### src/rtl/serializer_lanes.sv
// serializer_lanes: parallel-to-serial converter with a one-word holding buffer.
// Each DIN_WIDTH word goes out as DIN_WIDTH/LANE_WIDTH beats of LANE_WIDTH bits.
// MSB_FIRST chooses which end of the word leaves first. A second word can be
// accepted while the first is still being sent, so words stream back to back.
// Optional feature: define SERIALIZER_LANES_PARITY_EN to append one even-parity
// beat after the data beats of every word.
module serializer_lanes #(
  parameter int DIN_WIDTH  = 32,
  parameter int LANE_WIDTH = 1,
  parameter int MSB_FIRST  = 0
) (
  input  logic                  i_clk,
  input  logic                  i_rst,
  input  logic                  i_en,
  input  logic [DIN_WIDTH-1:0]  iv_din,
  input  logic                  i_din_valid,
  output logic                  o_ready,
  output logic [LANE_WIDTH-1:0] ov_dout,
  output logic                  o_dout_valid,
  input  logic                  i_ready,
  output logic                  o_last
);

  localparam int BEATS = DIN_WIDTH / LANE_WIDTH;
`ifdef SERIALIZER_LANES_PARITY_EN
  // The parity beat follows the data beats and becomes the final beat.
  localparam int FINAL_BEAT = BEATS;
`else
  localparam int FINAL_BEAT = BEATS - 1;
`endif
  localparam int CNT_W = (FINAL_BEAT < 1) ? 1 : $clog2(FINAL_BEAT + 1);
  localparam logic [CNT_W-1:0] FINAL_CNT = CNT_W'(FINAL_BEAT);

  if ((LANE_WIDTH > DIN_WIDTH) || (DIN_WIDTH % LANE_WIDTH != 0)) begin : g_bad_width
    $error("serializer_lanes: LANE_WIDTH (%0d) must divide DIN_WIDTH (%0d)",
           LANE_WIDTH, DIN_WIDTH);
  end

  logic [DIN_WIDTH-1:0]  sr;
  logic [DIN_WIDTH-1:0]  sr_shifted;
  logic [DIN_WIDTH-1:0]  hold;
  logic [DIN_WIDTH-1:0]  load_word;
  logic [CNT_W-1:0]      cnt;
  logic                  busy;
  logic                  hold_valid;
  logic                  in_xfer;
  logic                  out_xfer;
  logic                  final_beat;
  logic                  load;
  logic [LANE_WIDTH-1:0] lane;

  // Handshake qualifiers; ready depends only on registered state and control.
  assign o_ready      = i_en & ~i_rst & ~hold_valid;
  assign o_dout_valid = busy & i_en & ~i_rst;
  assign final_beat   = (cnt == FINAL_CNT);
  assign o_last       = o_dout_valid & final_beat;
  assign in_xfer      = i_din_valid & o_ready;
  assign out_xfer     = o_dout_valid & i_ready;

  // The output lane sits at the end of sr that leaves first; shift toward it.
  if (MSB_FIRST != 0) begin : g_msb_first
    assign lane       = sr[DIN_WIDTH-1 -: LANE_WIDTH];
    assign sr_shifted = sr << LANE_WIDTH;
  end else begin : g_lsb_first
    assign lane       = sr[LANE_WIDTH-1:0];
    assign sr_shifted = sr >> LANE_WIDTH;
  end

  // Select when and what to load into sr: the held word has priority, then a
  // word arriving on the same edge the final beat leaves, then a word into idle.
  always_comb begin
    // NOTE: every variable driven here gets a default first, so no path can
    // leave it unassigned and infer a latch.
    load      = 1'b0;
    load_word = iv_din;
    if (out_xfer && final_beat) begin
      if (hold_valid) begin
        load      = 1'b1;
        load_word = hold;
      end else if (in_xfer) begin
        load = 1'b1;
      end
    end else if (in_xfer && !busy) begin
      load = 1'b1;
    end
  end

`ifdef SERIALIZER_LANES_PARITY_EN
  logic par;

  // Parity is taken from the whole word at the moment it enters sr.
  always_ff @(posedge i_clk) begin
    if (i_rst) begin
      par <= 1'b0;
    end else if (i_en && load) begin
      par <= ^load_word;
    end
  end

  assign ov_dout = i_rst ? '0 : (final_beat ? LANE_WIDTH'(par) : lane);
`else
  assign ov_dout = i_rst ? '0 : lane;
`endif

  // Shift register, beat counter, holding buffer; everything freezes when i_en=0.
  always_ff @(posedge i_clk) begin
    // NOTE: state is updated with non-blocking assignments so every register
    // samples values from before the edge, independent of statement order.
    if (i_rst) begin
      sr         <= '0;
      hold       <= '0;
      cnt        <= '0;
      busy       <= 1'b0;
      hold_valid <= 1'b0;
    end else if (i_en) begin
      if (load) begin
        sr   <= load_word;
        cnt  <= '0;
        busy <= 1'b1;
      end else if (out_xfer) begin
        if (final_beat) begin
          busy <= 1'b0;
        end else begin
          sr  <= sr_shifted;
          cnt <= cnt + 1'b1;
        end
      end

      if (out_xfer && final_beat && hold_valid) begin
        hold_valid <= 1'b0;
      end else if (in_xfer && busy && !(out_xfer && final_beat)) begin
        hold       <= iv_din;
        hold_valid <= 1'b1;
      end
    end
  end

endmodule
### config.mk
export PLATFORM = sky130hd
export DESIGN_NAME = serializer_lanes
export DESIGN_NICKNAME = d
export VERILOG_FILES = /design/src/rtl/serializer_lanes.sv
export SDC_FILE = /design/constraint.sdc
export NUM_CORES = 1
export LEC_CHECK = 0
export ABC_AREA = 0
export BUFFER_PORTS_ARGS = -buffer_cell sky130_fd_sc_hd__buf_4
export CORE_ASPECT_RATIO = 0.5
export CORE_MARGIN = 1.5
export CORE_UTILIZATION = 58
export DETAILED_ROUTE_END_ITERATION = 10
export GPL_TIMING_DRIVEN = 0
export PLACE_DENSITY = 0.84
export SYNTH_ARGS = -nofsm -noshare
export SYNTH_HDL_FRONTEND = slang
export SYNTH_SLANG_ARGS = --single-unit
export TNS_END_PERCENT = 10
### constraint.sdc
create_clock -name i_clk -period 2.8 [get_ports i_clk]
set_input_delay 0.84 -clock i_clk [delete_from_list [all_inputs] [get_ports i_clk]]
set_output_delay 0.84 -clock i_clk [all_outputs]
set_load 0.005 [all_outputs]
Word level (Yosys, flattened, before mapping)
Index checks and enable logic that the tools add are counted.

Register bits after elaboration: 71. Logic and storage cells: 50.

$add $sub $neg: 1. Equality and inequality tests: 2. Muxes and demuxes: 18. Bitwise logic cells: 10. Reductions and logical operators: 14.

Operator list (number): two-way mux 32 bit (5); two-way mux 5 bit (3); two-way mux 1 bit (10); AND reduction 3 bit (3); AND 1 bit (7); nonzero test 2 bit (3); adder 5 x 1 -> 5 bit, second input constant (1); == test 5 bit, second input constant (1); logical AND 1 bit (5); inverter 1 bit (3); logical NOT 1 bit (2); != test 2 x 1 -> 1 bit, second input constant (1); AND reduction 2 bit (1).

Logic depth before layout (Yosys ltp)
Depth after elaboration: 9. Mapped depth: 10.

Worst setup path after synthesis
No wires, ideal clock.

Path kind: input to output. Start point: input port i_rst. End point: output port o_ready. Arrival time: 1.461 ns. Required time: 1.960 ns. Setup slack: 0.499 ns. Stages: 3. Buffers on the path: 2. Path through: clkbuf_1 -> clkbuf_1 -> nor3b_1.

Word-level cells in the longest chain between the ends: 3.

RTL lines: start: declaration (line 13) `input logic i_rst,`; inverter 1 bit (line 53) `assign o_ready = i_en & ~i_rst & ~hold_valid;`; AND 1 bit (2 in series) (line 53); end: declaration (line 17) `output logic o_ready,`.

Every way passes these cells.

Final worst setup path
Same ends and word-level chain as after synthesis.

==> results.md <==
- Via/cell ratio: ~6.6
- Reg-to-Reg End: sr[18]$_SDFFE_PP0P_
- Clock buffer depth: 2
- Worst Setup End Kind: primary output
- Clk_lat worst skew: around 0.34 ns
- Initial core utilization: roughly three fifths
- Worst R2R Setup Slack: 0.31 ns
- Clock slew at reported path FFs: 0.06 ns
- Vias in the first global route: 3353
- TritonRoute pass-1 iters: 7
- Final WL: slightly below 10000 um
- HP Class: flip-flop to flip-flop
- Syn_nets: roughly 450
- Drt wl/cell: 17.9 um
- FFs w/ async S/R, synth: 0%
- Status: finished, final reports clean
- Critical path class: primary input to primary output
- Clk_skew: 0.00424 ns
- Largest net degree at the start of global routing: 12
- Post-route DRC: 0
- Setup crit start kind: primary input
- Placed insts: ~530
- Core area: 5610 um^2
- Most common cell in the netlist: nand2_1
- Cell Area, Placed: between 3000 and 4000 um^2
- Total chip power: between 2 and 2.5 mW
- Metal2 WL: ~4400 um
- Grt ovf: 0
- Relative slew slack: approximately three fifths
- Hold_sp: hold[15]$_SDFFE_PP0P_
- Clock Sinks: 71
- Area grow syn2layout: 20.7%
- Synth Register Bits: 71
- Slew @ Worst Pin: between 0.5 and 0.6 ns
- Setup WS post-layout: between 0.15 and 0.2 ns
- Tcrit/Tclk final: 94.6%
- Design Area, Final: between 4000 and 5000 um^2
- Leakage: approximately 1.5 nW
- CP startpoint: i_rst
- RSZ-0062 raised after global routing: false
- Reg2reg start: cnt[0]$_SDFFE_PP0P_
- Max FO, Critical Path: 10
- Initial drt markers: about 440
- Maximum vdd drop: between 300 and 400 uV
- Mux cell area share after synthesis: 0%
- Layout Nets: 503
- Post-synthesis compound-gate area fraction: around a quarter
- Post-layout util: approximately 74%
- WP data arrival: roughly 1.8 ns
- Syn_area_per_cell: ~8.4 um^2
- Mapped Area: ~3500 um^2
- Share of layout cells above drive strength 1: between 20% and 30%
- Max Slew Vio Count: 0
- Synth Flop Type: dfxtp_1
- Gr usage total: between 30% and 40%
- Worst hold margin: 0.450 ns
- Largest family of logic cells by synthesized area: simple AND/OR/NAND/NOR gates
- CTS tree: done
- Global-route wire length before repair: roughly 16000 um
- N_diodes: 0
- Hold Crit Endpoint: hold[15]$_SDFFE_PP0P_
- XOR/XNOR share of the synthesized area: less than 1%
- Initial antenna violation count: 0
- Non-filler cells, final: 542
- Area leader, netlist: dfxtp_1
- Post-synth top cells: 95 x nand2_1, 71 x dfxtp_1, 36 x a21oi_1, 34 x nand3_1, 31 x and3_1
- Synth top area cells: dfxtp_1 41%, nand2_1 10%, a2111oi_0 7.1%
- Setup TNS: 0 ns
- Min Tclk post-route: 2.65 ns
- Post-synth top area share: about two fifths
- Setup Viol. Count Final: 0
- R2R cell count: 9
- Post-synthesis simple-gate area fraction: about 25%
- Antenna Nets Post-Route: 0
- Vias after detailed routing: approximately 3600
- Hold path cells: 2
- Final GP Congestion: around 0.85
- FP Rows: 19
- Required time worst endpoint: 1.96 ns
- Register area: 1420 um^2
- Chip height: between 50 and 60 um
- Full die area: 6460 um^2
- Met1 wire length: ~4300 um
- Number of flops mapped to enable cells by yosys: 0
- Synth Area in Adders: less than 1%
- Multi-input gate area in the final layout: around 1800 um^2
- Cts bufs inserted: 9
- Final hold vios: 0
- I/O Buffers: 40
- Gate Count Post-Synth: roughly 410
- Power per cell area: about 560 nW/um^2
- HPWL after detailed placement: roughly 6600 um
- Ports: a little over 40
- Synth warn: 0
- Proportion of synthesized chip area in sequential cells: approximately two fifths
- Root buffer cell: clkbuf_16
- Setup Slack @ Placement: -0.0954 ns
- Uppermost layer routed: met4
- Hold Buf Count CTS: 0
- Yosys cell types: 41
- Die width: between 100 and 150 um
- MaxCap Viol Count: 0
- # fillers: between 400 and 500
- CTS H-Tree Depth: 3
- Met3 WL post-DR: between 700 and 800 um
- Peak Freq: 377 MHz
[worst max path at each step]
stage / end / slack [ns] / cells past startpoint
after detailed placement: o_ready / -0.1 / 5
after CTS: o_last / 0.003 / 7
after global placement: o_ready / -0.06 / 5
after floorplan: o_ready / 0.50 / 3
final: o_ready / 0.15 / 5
after global routing: o_last / 0.09 / 6
[cells by family (layout without fill, tap and decap cells)]
logic type / after synthesis / after routing
AOI/OAI and AO/OA: 108 / 108
buffers and inverters: 47 / 104
adders and majority gates: 2 / 2
DFF: 71 / 71
xor gates and xnor gates: 3 / 3
and+or+nand+nor: 181 / 181
[what timing repair did]
action                     4_1_cts  5_1_grt
resized for setup                4        4
hold endpoints to repair         0        0
setup endpoints to repair        2        2
buffers inserted                 0        2
[sequential cells by signal, indices dropped and copies added, names as in the netlist]
signal	flops
hold	32
busy	1
hold_valid	1
sr	32
cnt	5
[cell type report]
type,instances,share of cell area (%)
tap,73,2.19
clock inverter,3,0.360
multi-input combinational,294,42.5
buffer,46,6.54
sequential,71,34.1
timing repair buffer,42,7.56
clock buffer,13,6.72
[cell usage in the layout, fill, tap and decap left out, types with 2 or more instances in the layout]
cell type   n
a311oi_2    2
nand2_1    95
dfxtp_2     2
clkbuf_16   9
a21oi_1    36
buf_2      10
clkinv_2    3
nand3_1    34
nor3b_1     2
clkbuf_8    4
o211ai_1    2
dfxtp_1    69
buf_6       9
buf_1       2
buf_4      46
a22oi_1     2
nand4b_1    2
clkbuf_1   17
a311oi_1   28
and3_1     31
nor2_1      3
nor4_1      3
a221oi_1    2
a2111oi_2   2
xnor2_1     3
a2111oi_0  28
clkbuf_2    4
[metal layers]
metal / up-vias / GRT usage [%]
met1: 1725 / 41.9
li1: 1634 / -
met5: - / 0
met3: 26 / 9.78
met2: 208 / 49.8
met4: 0 / 12.7
[worst max-delay path, stage by stage]
cell and delay (ns):
buf_4 0.13, clkbuf_2 0.19, clkbuf_2 0.25, nor3b_1 0.24, buf_4 0.15
[power breakdown]
group	total, mW	switching, mW	internal (mW)
Clock	1.11	0.420	0.691
Combinational	0.187	0.106	0.0810
Sequential	1.06	0.0153	1.04
Total	2.35	0.541	1.81
No activity file was read; power rests on OpenSTA's default activity.
